<file path="src/rtl/serial_word_assembler_if.sv">
// serial_word_assembler_if
//   Bundles the serial input side and the parallel valid/ready output side of
//   serial_word_assembler.
//   slave  modport: the assembler (receives bits, drives the word bus).
//   master modport: the producer/consumer environment around it.
//   Signals:
//     bit_in, bit_valid : serial bit and its qualifier
//     flush             : drop the partial word being collected
//     ovf_clear         : clear the sticky overflow flag
//     data, data_valid  : assembled word and its valid flag
//     data_ready        : consumer accepts data this cycle
//     bit_count         : bits collected in the current partial word
//     overflow          : sticky, a completed word was dropped
interface serial_word_assembler_if #(
    parameter int DATA_WIDTH = 32,
    parameter int CNT_WIDTH  = 6
);
    logic                  bit_in;
    logic                  bit_valid;
    logic                  flush;
    logic                  ovf_clear;
    logic [DATA_WIDTH-1:0] data;
    logic                  data_valid;
    logic                  data_ready;
    logic [CNT_WIDTH-1:0]  bit_count;
    logic                  overflow;

    modport slave (
        input  bit_in, bit_valid, flush, ovf_clear, data_ready,
        output data, data_valid, bit_count, overflow
    );

    modport master (
        output bit_in, bit_valid, flush, ovf_clear, data_ready,
        input  data, data_valid, bit_count, overflow
    );
endinterface

</file>
<file path="src/rtl/serial_word_assembler.sv">
// serial_word_assembler
//   Collects a serial bit stream (MSB first) into DATA_WIDTH-bit words and
//   presents each completed word through a one-word output holding register
//   with a valid/ready handshake. Collection keeps running while the consumer
//   stalls; a word completed while the holding register is still occupied and
//   not being drained is dropped and the sticky overflow flag is raised.
//   Ports:
//     clk   : rising-edge clock
//     reset : asynchronous, active-high reset; clears all state
//     bus   : serial_word_assembler_if.slave (bit input, word output bus)
module serial_word_assembler #(
    parameter int DATA_WIDTH = 32,
    parameter int CNT_WIDTH  = 6
) (
    input  logic                     clk,
    input  logic                     reset,
    serial_word_assembler_if.slave   bus
);

    generate
        if (DATA_WIDTH < 2) begin : g_bad_width
            $error("DATA_WIDTH must be at least 2");
        end
        if ((2 ** CNT_WIDTH) <= DATA_WIDTH) begin : g_bad_cnt
            $error("CNT_WIDTH too small to count DATA_WIDTH bits");
        end
    endgenerate

    typedef enum logic {
        EMPTY = 1'b0,
        FULL  = 1'b1
    } out_state_t;

    localparam logic [CNT_WIDTH-1:0] LAST_IDX = CNT_WIDTH'(DATA_WIDTH - 1);

    logic [DATA_WIDTH-1:0] sh_q, sh_d;
    logic [CNT_WIDTH-1:0]  cnt_q, cnt_d;
    logic [DATA_WIDTH-1:0] data_q;
    logic                  data_valid_q;
    logic                  ovf_q;
    out_state_t            state_q;

    logic [DATA_WIDTH-1:0] word;
    logic                  complete;

    // The word formed by this cycle's bit; only meaningful when complete=1.
    assign word     = {sh_q[DATA_WIDTH-2:0], bus.bit_in};
    // Flush wins over a bit offered in the same cycle, so it also
    // suppresses completion.
    assign complete = bus.bit_valid && !bus.flush && (cnt_q == LAST_IDX);

    always_comb begin
        sh_d  = sh_q;
        cnt_d = cnt_q;
        if (bus.flush) begin
            sh_d  = '0;
            cnt_d = '0;
        end else if (bus.bit_valid) begin
            sh_d  = word;
            cnt_d = complete ? '0 : cnt_q + CNT_WIDTH'(1);
        end
    end

    always_ff @(posedge clk or posedge reset) begin
        if (reset) begin
            sh_q  <= '0;
            cnt_q <= '0;
        end else begin
            sh_q  <= sh_d;
            cnt_q <= cnt_d;
        end
    end

    // Output holding register. data is only loaded on completion, so it
    // keeps its last value after a transfer and stays stable while stalled.
    always_ff @(posedge clk or posedge reset) begin
        if (reset) begin
            state_q      <= EMPTY;
            data_q       <= '0;
            data_valid_q <= 1'b0;
            ovf_q        <= 1'b0;
        end else begin
            if (bus.ovf_clear) begin
                ovf_q <= 1'b0;
            end
            case (state_q)
                EMPTY: begin
                    if (complete) begin
                        data_q       <= word;
                        state_q      <= FULL;
                        data_valid_q <= 1'b1;
                    end
                end
                FULL: begin
                    if (complete) begin
                        if (bus.data_ready) begin
                            // Old word leaves this edge, new one takes its
                            // place without a bubble.
                            data_q <= word;
                        end else begin
                            // Drop the new word; a drop on the same edge as
                            // ovf_clear must leave the flag set.
                            ovf_q <= 1'b1;
                        end
                    end else if (bus.data_ready) begin
                        state_q      <= EMPTY;
                        data_valid_q <= 1'b0;
                    end
                end
                default: begin
                    state_q      <= EMPTY;
                    data_valid_q <= 1'b0;
                end
            endcase
        end
    end

    assign bus.data       = data_q;
    assign bus.data_valid = data_valid_q;
    assign bus.bit_count  = cnt_q;
    assign bus.overflow   = ovf_q;

endmodule

</file>
<file path="src/flat_wrapper.sv">
// flat-port wrapper written by rule: the top's interface ports become plain ports
module serial_word_assembler_flat 
#(
    parameter int DATA_WIDTH = 32,
    parameter int CNT_WIDTH  = 6
)
  (clk, reset, bus_bit_in, bus_bit_valid, bus_flush, bus_ovf_clear, bus_data_ready, bus_data, bus_data_valid, bus_bit_count, bus_overflow);
  serial_word_assembler_if #(.DATA_WIDTH(DATA_WIDTH), .CNT_WIDTH(CNT_WIDTH)) bus_i ();
  input  logic clk;
  input  logic reset;
  input wire logic [$bits(bus_i.bit_in)-1:0] bus_bit_in;
  input wire logic [$bits(bus_i.bit_valid)-1:0] bus_bit_valid;
  input wire logic [$bits(bus_i.flush)-1:0] bus_flush;
  input wire logic [$bits(bus_i.ovf_clear)-1:0] bus_ovf_clear;
  input wire logic [$bits(bus_i.data_ready)-1:0] bus_data_ready;
  output wire logic [$bits(bus_i.data)-1:0] bus_data;
  output wire logic [$bits(bus_i.data_valid)-1:0] bus_data_valid;
  output wire logic [$bits(bus_i.bit_count)-1:0] bus_bit_count;
  output wire logic [$bits(bus_i.overflow)-1:0] bus_overflow;
  assign bus_i.bit_in = bus_bit_in;
  assign bus_i.bit_valid = bus_bit_valid;
  assign bus_i.flush = bus_flush;
  assign bus_i.ovf_clear = bus_ovf_clear;
  assign bus_i.data_ready = bus_data_ready;
  assign bus_data = bus_i.data;
  assign bus_data_valid = bus_i.data_valid;
  assign bus_bit_count = bus_i.bit_count;
  assign bus_overflow = bus_i.overflow;
  serial_word_assembler #(.DATA_WIDTH(DATA_WIDTH), .CNT_WIDTH(CNT_WIDTH)) u_core (.clk(clk), .reset(reset), .bus(bus_i));
endmodule
</file>
<file path="config.mk">
export PLATFORM = sky130hd
export DESIGN_NAME = serial_word_assembler_flat
export DESIGN_NICKNAME = d
export VERILOG_FILES = /design/src/rtl/serial_word_assembler_if.sv /design/src/rtl/serial_word_assembler.sv /design/src/flat_wrapper.sv
export SDC_FILE = /design/constraint.sdc
export NUM_CORES = 1
export LEC_CHECK = 0
export CAP_MARGIN = 20
export CORE_ASPECT_RATIO = 1.75
export CORE_MARGIN = 2
export CORE_UTILIZATION = 45
export CTS_BUF_LIST = sky130_fd_sc_hd__clkbuf_8
export DETAILED_ROUTE_END_ITERATION = 16
export PLACE_DENSITY = 0.71
export SLEW_MARGIN = 25
export SYNTH_ARGS = -nofsm -noshare
export SYNTH_HDL_FRONTEND = slang
export SYNTH_SLANG_ARGS = --single-unit
export TNS_END_PERCENT = 5
</file>
<file path="constraint.sdc">
create_clock -name clk -period 3.1 [get_ports clk]
set_input_delay 0.775 -clock clk [delete_from_list [all_inputs] [get_ports clk]]
set_output_delay 0.775 -clock clk [all_outputs]
set_load 0.01 [all_outputs]
</file>
Word-level counts from Yosys, hierarchy flattened:

Index checks and enable logic that the tools add are counted.

* register bits after elaboration: 72
* latch bits: 0
* bits in writable memories: 0
* ROM bits: 0
* bits of input ports: 7
* output and inout port bits: 40
* logic and storage cells: 40
* memories: 0

* add/subtract/negate cells: 1
* $mul: 0
* divide/modulo/power cells: 0
* order comparisons: 0
* eq/ne operators: 5
* shifts and indexed selects: 0
* multiplexer cells: 21
* bitwise gates (word level): 1
* reductions and logical operators: 6

Operator list (number)
* $mux W32: 3
* $pmux W32 S2: 1
* $mux W31: 2
* $mux W6: 3
* $mux W1: 10
* $add A6 B1 Y6 const B: 1
* $eq A6 B5 Y1 const B: 1
* $ne A2 B2 Y1 const B: 3
* $reduce_and A3 Y1: 2
* $pmux W1 S2: 2
* $logic_and A1 B1 Y1: 2
* $ne A2 B1 Y1 const B: 1
* $reduce_bool A2 Y1: 1
* $logic_not A1 Y1: 1
* $not A1 Y1: 1

Logic depth before layout (Yosys ltp):

Gate-level depths: netlist of run 1.

* word-level depth: 6
* gate-level depth with buffers: 8
* gate-level depth less buffers: 7

Worst setup path after synthesis of run 1:

OpenSTA, ideal clock, no wires.

* path kind: in2reg
* start: in bus_bit_valid
* end: reg u_core.data_q[19], in the netlist u_core.bus.data[19]
* setup time: 0.128 ns
* arrival time: 2.372 ns
* required time: 2.972 ns
* slack: 0.600 ns
* stages on the path: 8
* path buffers: 2
* cells stage by stage: buf_4 inv_2 or4_4 ha_1 nor2_1 nand2_1 buf_2 mux2_1

* longest elaborated chain between the ends: 4
* elaborated cells on any way between the ends: 5
* those cells by class: 2 x eq/ne; 3 x reduce/logical

RTL lines
* start: declaration: RTL line flat_wrapper.sv:12 `input wire logic [$bits(bus_i.bit_valid)-1:0] bus_bit_valid;`
* $logic_and A1 B1 Y1 (*) (2 in a row): RTL line serial_word_assembler.sv:50 `assign complete = bus.bit_valid && !bus.flush && (cnt_q == LAST_IDX);`
* $ne A2 B2 Y1 (no source line) / $ne A2 B1 Y1 (equally long branches)
* $reduce_and A3 Y1 (no source line) (*)
* end signal: assignment: RTL line serial_word_assembler.sv:89 `data_q <= word;`
* end signal: assignment: RTL line serial_word_assembler.sv:99 `data_q <= word;`
* end: declaration: RTL line serial_word_assembler.sv:38 `logic [DATA_WIDTH-1:0] data_q;`

Every way passes the cells marked *; elsewhere a longest branch is shown, timed or not.
A chain may end at the register's enable or synchronous reset.

Worst setup path after layout of run 1:

* start: in bus_flush
* end: reg u_core.data_q[10], in the netlist u_core.bus.data[10]

* longest elaborated chain between the ends: 5
* elaborated cells on any way between the ends: 6
* those cells by class: 2 x eq/ne; 4 x reduce/logical

RTL lines
* start: declaration: RTL line flat_wrapper.sv:13 `input wire logic [$bits(bus_i.flush)-1:0] bus_flush;`
* $logic_not A1 Y1 (*): RTL line serial_word_assembler.sv:50
* $logic_and A1 B1 Y1 (*) (2 in a row): RTL line serial_word_assembler.sv:50
* $ne A2 B2 Y1 (no source line) / $ne A2 B1 Y1 (equally long branches)
* $reduce_and A3 Y1 (no source line) (*)

Marks and branches as above.

==> results of run 1 <==
==> flip-flops by register name (all words and copies together) (netlist names) <==
name / flops
u_core.bus.bit_count: 6
u_core.bus.overflow: 1
u_core.sh_q: 31
u_core.bus.data: 32
u_core.state_q: 1
u_core.bus.data_valid: 1
==> report_power, final <==
part | total (uW) | internal (uW) | switching (uW)
Combinational | 84.0 | 35.2 | 48.8
Sequential | 952 | 946 | 6.43
Clock | 860 | 519 | 341
Total | 1900 | 1500 | 396
==> metrics by stage <==
step                      power (uW)  utilization (%)  setup WS, ps  hold WS [ps]  cells
final                           1900             59.6           626           492    352
after global routing            1970             59.6           574           529    352
after CTS                       1920             59.6           633           498    352
after detailed placement        1060             55.7           263           481    336
after global placement          1060             55.7           281           476    336
after floorplan                 1020                -           500           480    215
==> routing by layer <==
metal	wire (um)	vias up
met2	2570	34
li1	-	843
met5	0	-
met4	88	0
met1	2140	887
met3	201	7
==> cells in the final DEF (no fill, tap or decap) <==
cell | netlist | final
nand3_1 | 2 | 2
clkinvlp_4 | 0 | 2
or4_1 | 1 | 1
inv_1 | 3 | 2
o211ai_1 | 1 | 1
mux2_2 | 29 | 29
a22o_1 | 1 | 1
xor2_1 | 2 | 2
or3_1 | 1 | 1
clkdlybuf4s50_1 | 0 | 45
o21ai_0 | 2 | 2
inv_2 | 1 | 2
a31oi_1 | 1 | 1
nand4_1 | 1 | 1
ha_1 | 3 | 3
o22ai_2 | 1 | 1
bufinv_16 | 0 | 2
or4_4 | 1 | 1
nand2_1 | 6 | 6
buf_2 | 5 | 1
buf_12 | 0 | 1
nand3_2 | 1 | 1
dfrtp_1 | 72 | 72
nor2_1 | 35 | 35
buf_4 | 2 | 5
mux2_1 | 3 | 3
a21oi_1 | 2 | 2
nand2b_1 | 2 | 2
clkbuf_8 | 0 | 12
nor2b_1 | 1 | 1
mux2i_1 | 32 | 32
==> logic make-up (layout without fill, tap and decap cells) <==
kind of cell             Yosys count  after routing  synth area share [%]
AO/OA/AOI/OAI                      8              8                  1.91
multiplexers                      64             64                  23.6
adder cells (fa/ha/maj)            3              3                  1.30
AND/OR/NAND/NOR                   51             51                  7.76
flip-flops                        72             72                  62.4
buffers and inverters             15             72                  2.43
XOR/XNOR                           2              2                 0.607
==> layout make-up <==
cell class	instances	area, um2
fillers	511	2500
well taps	80	100
clock inverters	4	75.1
multi-input cells	128	1010
flip-flops and latches	72	1800
repair buffers	52	513
clock buffers	12	165
inverters	4	15.0
==> worst max path at each step <==
stage	from	slack [ps]	end
floorplan	reset	500	u_core.bus.bit_count[0]$_DFFE_PP0P_
global placement	bus_flush	280	u_core.bus.data[10]$_DFFE_PP0P_
detailed placement	bus_flush	260	u_core.bus.data[10]$_DFFE_PP0P_
CTS	bus_flush	630	u_core.bus.data[10]$_DFFE_PP0P_
global route	bus_flush	570	u_core.bus.data[19]$_DFFE_PP0P_
finish	bus_flush	630	u_core.bus.data[10]$_DFFE_PP0P_
==> critical path: stages <==
cell and delay, ps:
clkdlybuf4s50_1 430, or4_4 580, ha_1 200, nor2_1 100
nand2_1 80, buf_4 210, mux2_1 320
==> metrics.txt, run 1 <==
status complete, no violations; Net Count, Synth 225; CP endpoint kind register; synth cell count leaders dfrtp_1 (72), nor2_1 (35), mux2i_1 (32); R2R Setup Slk about 840 ps; Placer Congestion ~0.72; worst-path fanout max 17; post-cts repair resize count 0; Setup TNS Final 0 ps; Placed Area 3440 um2; RSZ-0062 raised after global routing no; area fraction of the dominant cell type after synthesis 62.4%; initial antenna violation count 0; HPWL after DPL roughly 3300 um; reg-to-reg critical path startpoint u_core.bus.bit_count[0]$_DFFE_PP0P_; Mean Syn Cell Area 13.4 um2; Total GRT Usage between 10% and 20%; ratio of final minimum period to clock period between 70% and 80%; relative slew slack 54.0%; hold buffers post-CTS 0; CTS Buffer Depth 2; H-tree levels 3; leak pwr 0.00181 uW; Max-Cap Viols 0; cts bufs inserted 9; Yosys reg bits 72; Seq/Total Area, Yosys 62.4%; worst hold stages 1; leading area contributor after synthesis dfrtp_1; DR DRC count 0; reg2reg end u_core.bus.data[10]$_DFFE_PP0P_; IO buf count 46; # diodes 0; worst vdd ir 0.000316 V; # rows 38; Skew-Pair Late Insertion Delay 340 ps; CP Launch Type input port; Worst Hold End u_core.bus.data[19]$_DFFE_PP0P_; Final nets approximately 280; Slew Limit Fails 0; final-report setup violation count 0; Root Driver clkbuf_8; global-route met1 utilization around a fifth; final worst path period need between 2000 and 2500 ps; WL final 5000 um; Routed WL per cell 14.2 um; Power Density slightly above 500 nW/um2; Critical Path AT between 2000 and 3000 ps; met2 usage 24.9%; fraction of layout cells with a size suffix above 1 21.0%; post-route cell area 3680 um2; DRT antenna net count 0; vias 1771; first-pass GRT wire length 8270 um; Post-synth EDFFs 0; largest net degree at the start of global routing 38; reg2reg path depth 8; Setup Fix Bufs, Post-CTS 0; met3 Use GR 4.50%; CP Data Required Time 3320 ps; top area cells in the synthesized netlist dfrtp_1 (62%), mux2_2 (11%), mux2i_1 (11%); fmax 404 MHz; Hold WC Path Type reg -> reg; area grow syn2layout 27.7%; Worst Tran Pin Value 689 ps; 1st-iter DRT viols 58; CTS clk-pin slew, worst paths 70 ps; length of the first detailed-routing pass in iterations 4; die area 7100 um2; Min-Delay Startpoint u_core.bus.data[19]$_DFFE_PP0P_; mapped cell area 2890 um2; # clock sinks just over 70; Cells after Synth 215; CTS tree done; die height between 100 and 150 um; CP Class in -> reg; busiest layer in global routing met2; YS warnings 0; vias in the first global route 1730; I/O Pins 47; Overflow after GRT 0; Cell variety after synth 28; count leader, synth dfrtp_1; Post-Route Skew 4.86 ps; Via density a little over 5; Die Span X 64.5 um; Hold Vio Cnt, Final 0; core region area 6180 um2; Main synth FF type dfrtp_1; Synth async-reset ratio 100%; Initial Util between 40% and 50%
No activity file was read; power rests on OpenSTA's default activity.
==> run 2: changes to the inputs <==
Clock period 3.1 ns to 2.32 ns, I/O delays scaled along.
==> run 2 against run 1 <==
Effect of this change:
- sequential power increased by 33%
- critical path depth unchanged
- clock skew about the same
- setup slack got worse by 550 ps
- largest power group unchanged
- critical path type unchanged
- via count increased by 0.96%
==> metrics.txt, run 2 (synthesis gave the netlist of run 1 again) <==
Skew-Pair Late Insertion Delay 340 ps (about the same); first-pass GRT wire length 8510 um (was 8270 um); Setup TNS Final 0 ps (unchanged); most common cell after layout, fill and taps aside dfrtp_1 (unchanged); worst vdd ir 0.000395 V (was 0.000316 V); CP Launch Type input port (unchanged); # diodes 0 (unchanged); R2R Setup Slk 180 ps (was 840 ps); vias in the first global route 1736 (was 1730); Die Span X 64.5 um (unchanged); reg2reg end u_core.bus.data[27]$_DFFE_PP0P_ (was u_core.bus.data[10]$_DFFE_PP0P_); Largest register FFs 32 (unchanged); fraction of layout cells with a size suffix above 1 23.1% (was 21.0%); CP endpoint kind register (unchanged); # clock sinks 72 (unchanged); CP Data Required Time 2540 ps (was 3320 ps); final worst path period need about 2200 ps; Via density 5.01 (was 5.03); power after layout 2370 uW (was 1900 uW); busiest layer in global routing met2 (unchanged); Worst Hold End u_core.bus.data[19]$_DFFE_PP0P_ (unchanged); worst hold stages 1 (unchanged); final-report setup violation count 0 (unchanged); Final nets 282 (was 277); RSZ-0062 raised after global routing no (unchanged); status complete, no violations (unchanged); met2 usage 24.6% (was 24.9%); initial antenna violation count 0 (unchanged); Fillers 519 (was 511); commonest cells after routing, fill and taps aside dfrtp_1 (72), clkdlybuf4s50_1 (45), nor2_1 (34), mux2i_1 (32), mux2_2 (29) (was dfrtp_1 (72), clkdlybuf4s50_1 (45), nor2_1 (35), mux2i_1 (32), mux2_2 (29)); Critical Path AT 2470 ps (was 2700 ps); DRT antenna net count 0 (unchanged); fmax 446 MHz; final worst setup slack 75.6 ps (was 626 ps); vias 1788 (was 1771); # rows 38 (unchanged); Slew Limit Fails 0 (unchanged); Post-Place Setup Slack -290 ps (was 263 ps); Placer Congestion 0.722 (was 0.716); largest net degree at the start of global routing 73 (was 38); Routed WL per cell 14.9 um (was 14.2 um); Power Density 632 nW/um2 (was 515 nW/um2); 1st-iter DRT viols 56 (was 58); length of the first detailed-routing pass in iterations 4 (unchanged); ratio of final minimum period to clock period 96.7%; Max-Cap Viols 0 (unchanged); Worst Tran Pin Value 567 ps (was 689 ps); DR DRC count 0 (unchanged); cts bufs inserted 9 (unchanged); global-route met1 utilization 21.0% (was 19.1%); Total GRT Usage 16.0% (was 15.5%); Hold WC Path Type reg -> reg (unchanged); Initial Util 46.7% (unchanged); Hold Vio Cnt, Final 0 (unchanged); final hold slack 497 ps (was 492 ps); I/O Pins 47 (unchanged); core region area 6180 um2 (unchanged); met3 Use GR 4.09% (was 4.50%); HPWL after DPL 3220 um (was 3280 um); relative slew slack 62.2% (was 54.0%); Root Driver clkbuf_8 (unchanged); Final Core Density 60.7% (was 59.6%); CTS tree done (unchanged); die area 7100 um2 (unchanged); area grow syn2layout 30.0% (was 27.7%); die height 110 um (unchanged); leak pwr 0.00185 uW (was 0.00181 uW); reg-to-reg critical path startpoint u_core.bus.bit_count[0]$_DFFE_PP0P_ (unchanged); worst-path fanout max 16 (was 17); Min-Delay Startpoint u_core.bus.data[19]$_DFFE_PP0P_ (unchanged); hold buffers post-CTS 0 (unchanged); WL final 5310 um (was 5000 um); reg2reg path depth 8 (unchanged); CP Class in -> reg (unchanged); H-tree levels 3 (unchanged); CTS Buffer Depth 2 (unchanged); CTS clk-pin slew, worst paths 70 ps (about the same); Post-Route Skew 5.22 ps (was 4.86 ps); Overflow after GRT 0 (unchanged); IO buf count 46 (unchanged)
## run 2: cell count changes in the layout (fill, tap and decap cells not counted), moves of 2 or more
cell       before  now
buf_4           5    7
clkbuf_16       0    2
clkinv_2        0    2
ha_1            3    1
ha_2            0    2
inv_1           2    4
## run 2: report_power, final
group          leakage, uW  internal, uW  switching (uW)
sequential         0.00100          1260            6.14
clock             0.000112           544             437
combinational     0.000738          50.8            68.1
## run 2: worst max path at each step
| stage | startpoint | endpoint | slack (ps) | depth (start not counted) |
|---|---|---|---|---|
| finish | bus_flush | u_core.bus.data[27]$_DFFE_PP0P_ | 80 | 7 |
| global route | bus_flush | u_core.bus.data[25]$_DFFE_PP0P_ | 20 | 7 |
| CTS | bus_flush | u_core.bus.data[25]$_DFFE_PP0P_ | 80 | 7 |
| detailed placement | bus_flush | u_core.bus.data[25]$_DFFE_PP0P_ | -290 | 7 |
| global placement | bus_flush | u_core.bus.data[10]$_DFFE_PP0P_ | -240 | 7 |
| floorplan | bus_bit_valid | u_core.bus.data[19]$_DFFE_PP0P_ | 20 | 8 |
## run 2: layer usage
layer	up-vias	share of wire (%)	wire, um
li1	846	-	-
met1	899	43	2290
met3	8	3.3	177
met5	-	0	0
met2	35	52	2740
met4	0	1.8	98
## run 2: metrics by stage
step                cells  area, um2
finish                357       3750
global route          357       3750
CTS                   355       3680
detailed placement    339       3480
global placement      339       3480
floorplan             215       2890
## run 2: cell type report
type | instances | area, um2 | share of cell area, %
clock buffers | 11 | 151 | 4.03
flip-flops and latches | 72 | 1800 | 48.0
well taps | 80 | 100 | 2.67
clock inverters | 5 | 47.5 | 1.27
inverters | 4 | 18.8 | 0.500
multi-input cells | 128 | 1030 | 27.6
repair buffers | 57 | 598 | 15.9
## run 2: repair_timing
item | CTS | global route
setup endpoints to repair | 0 | 3
buffers inserted | 0 | 0
gates resized for setup | 0 | 6
## run 2: critical path: stages
cell	delay [ps]
clkdlybuf4s50_1	420
or4_4	560
ha_2	210
nor2_4	120
nand2_4	100
clkbuf_16	210
mux2_2	270
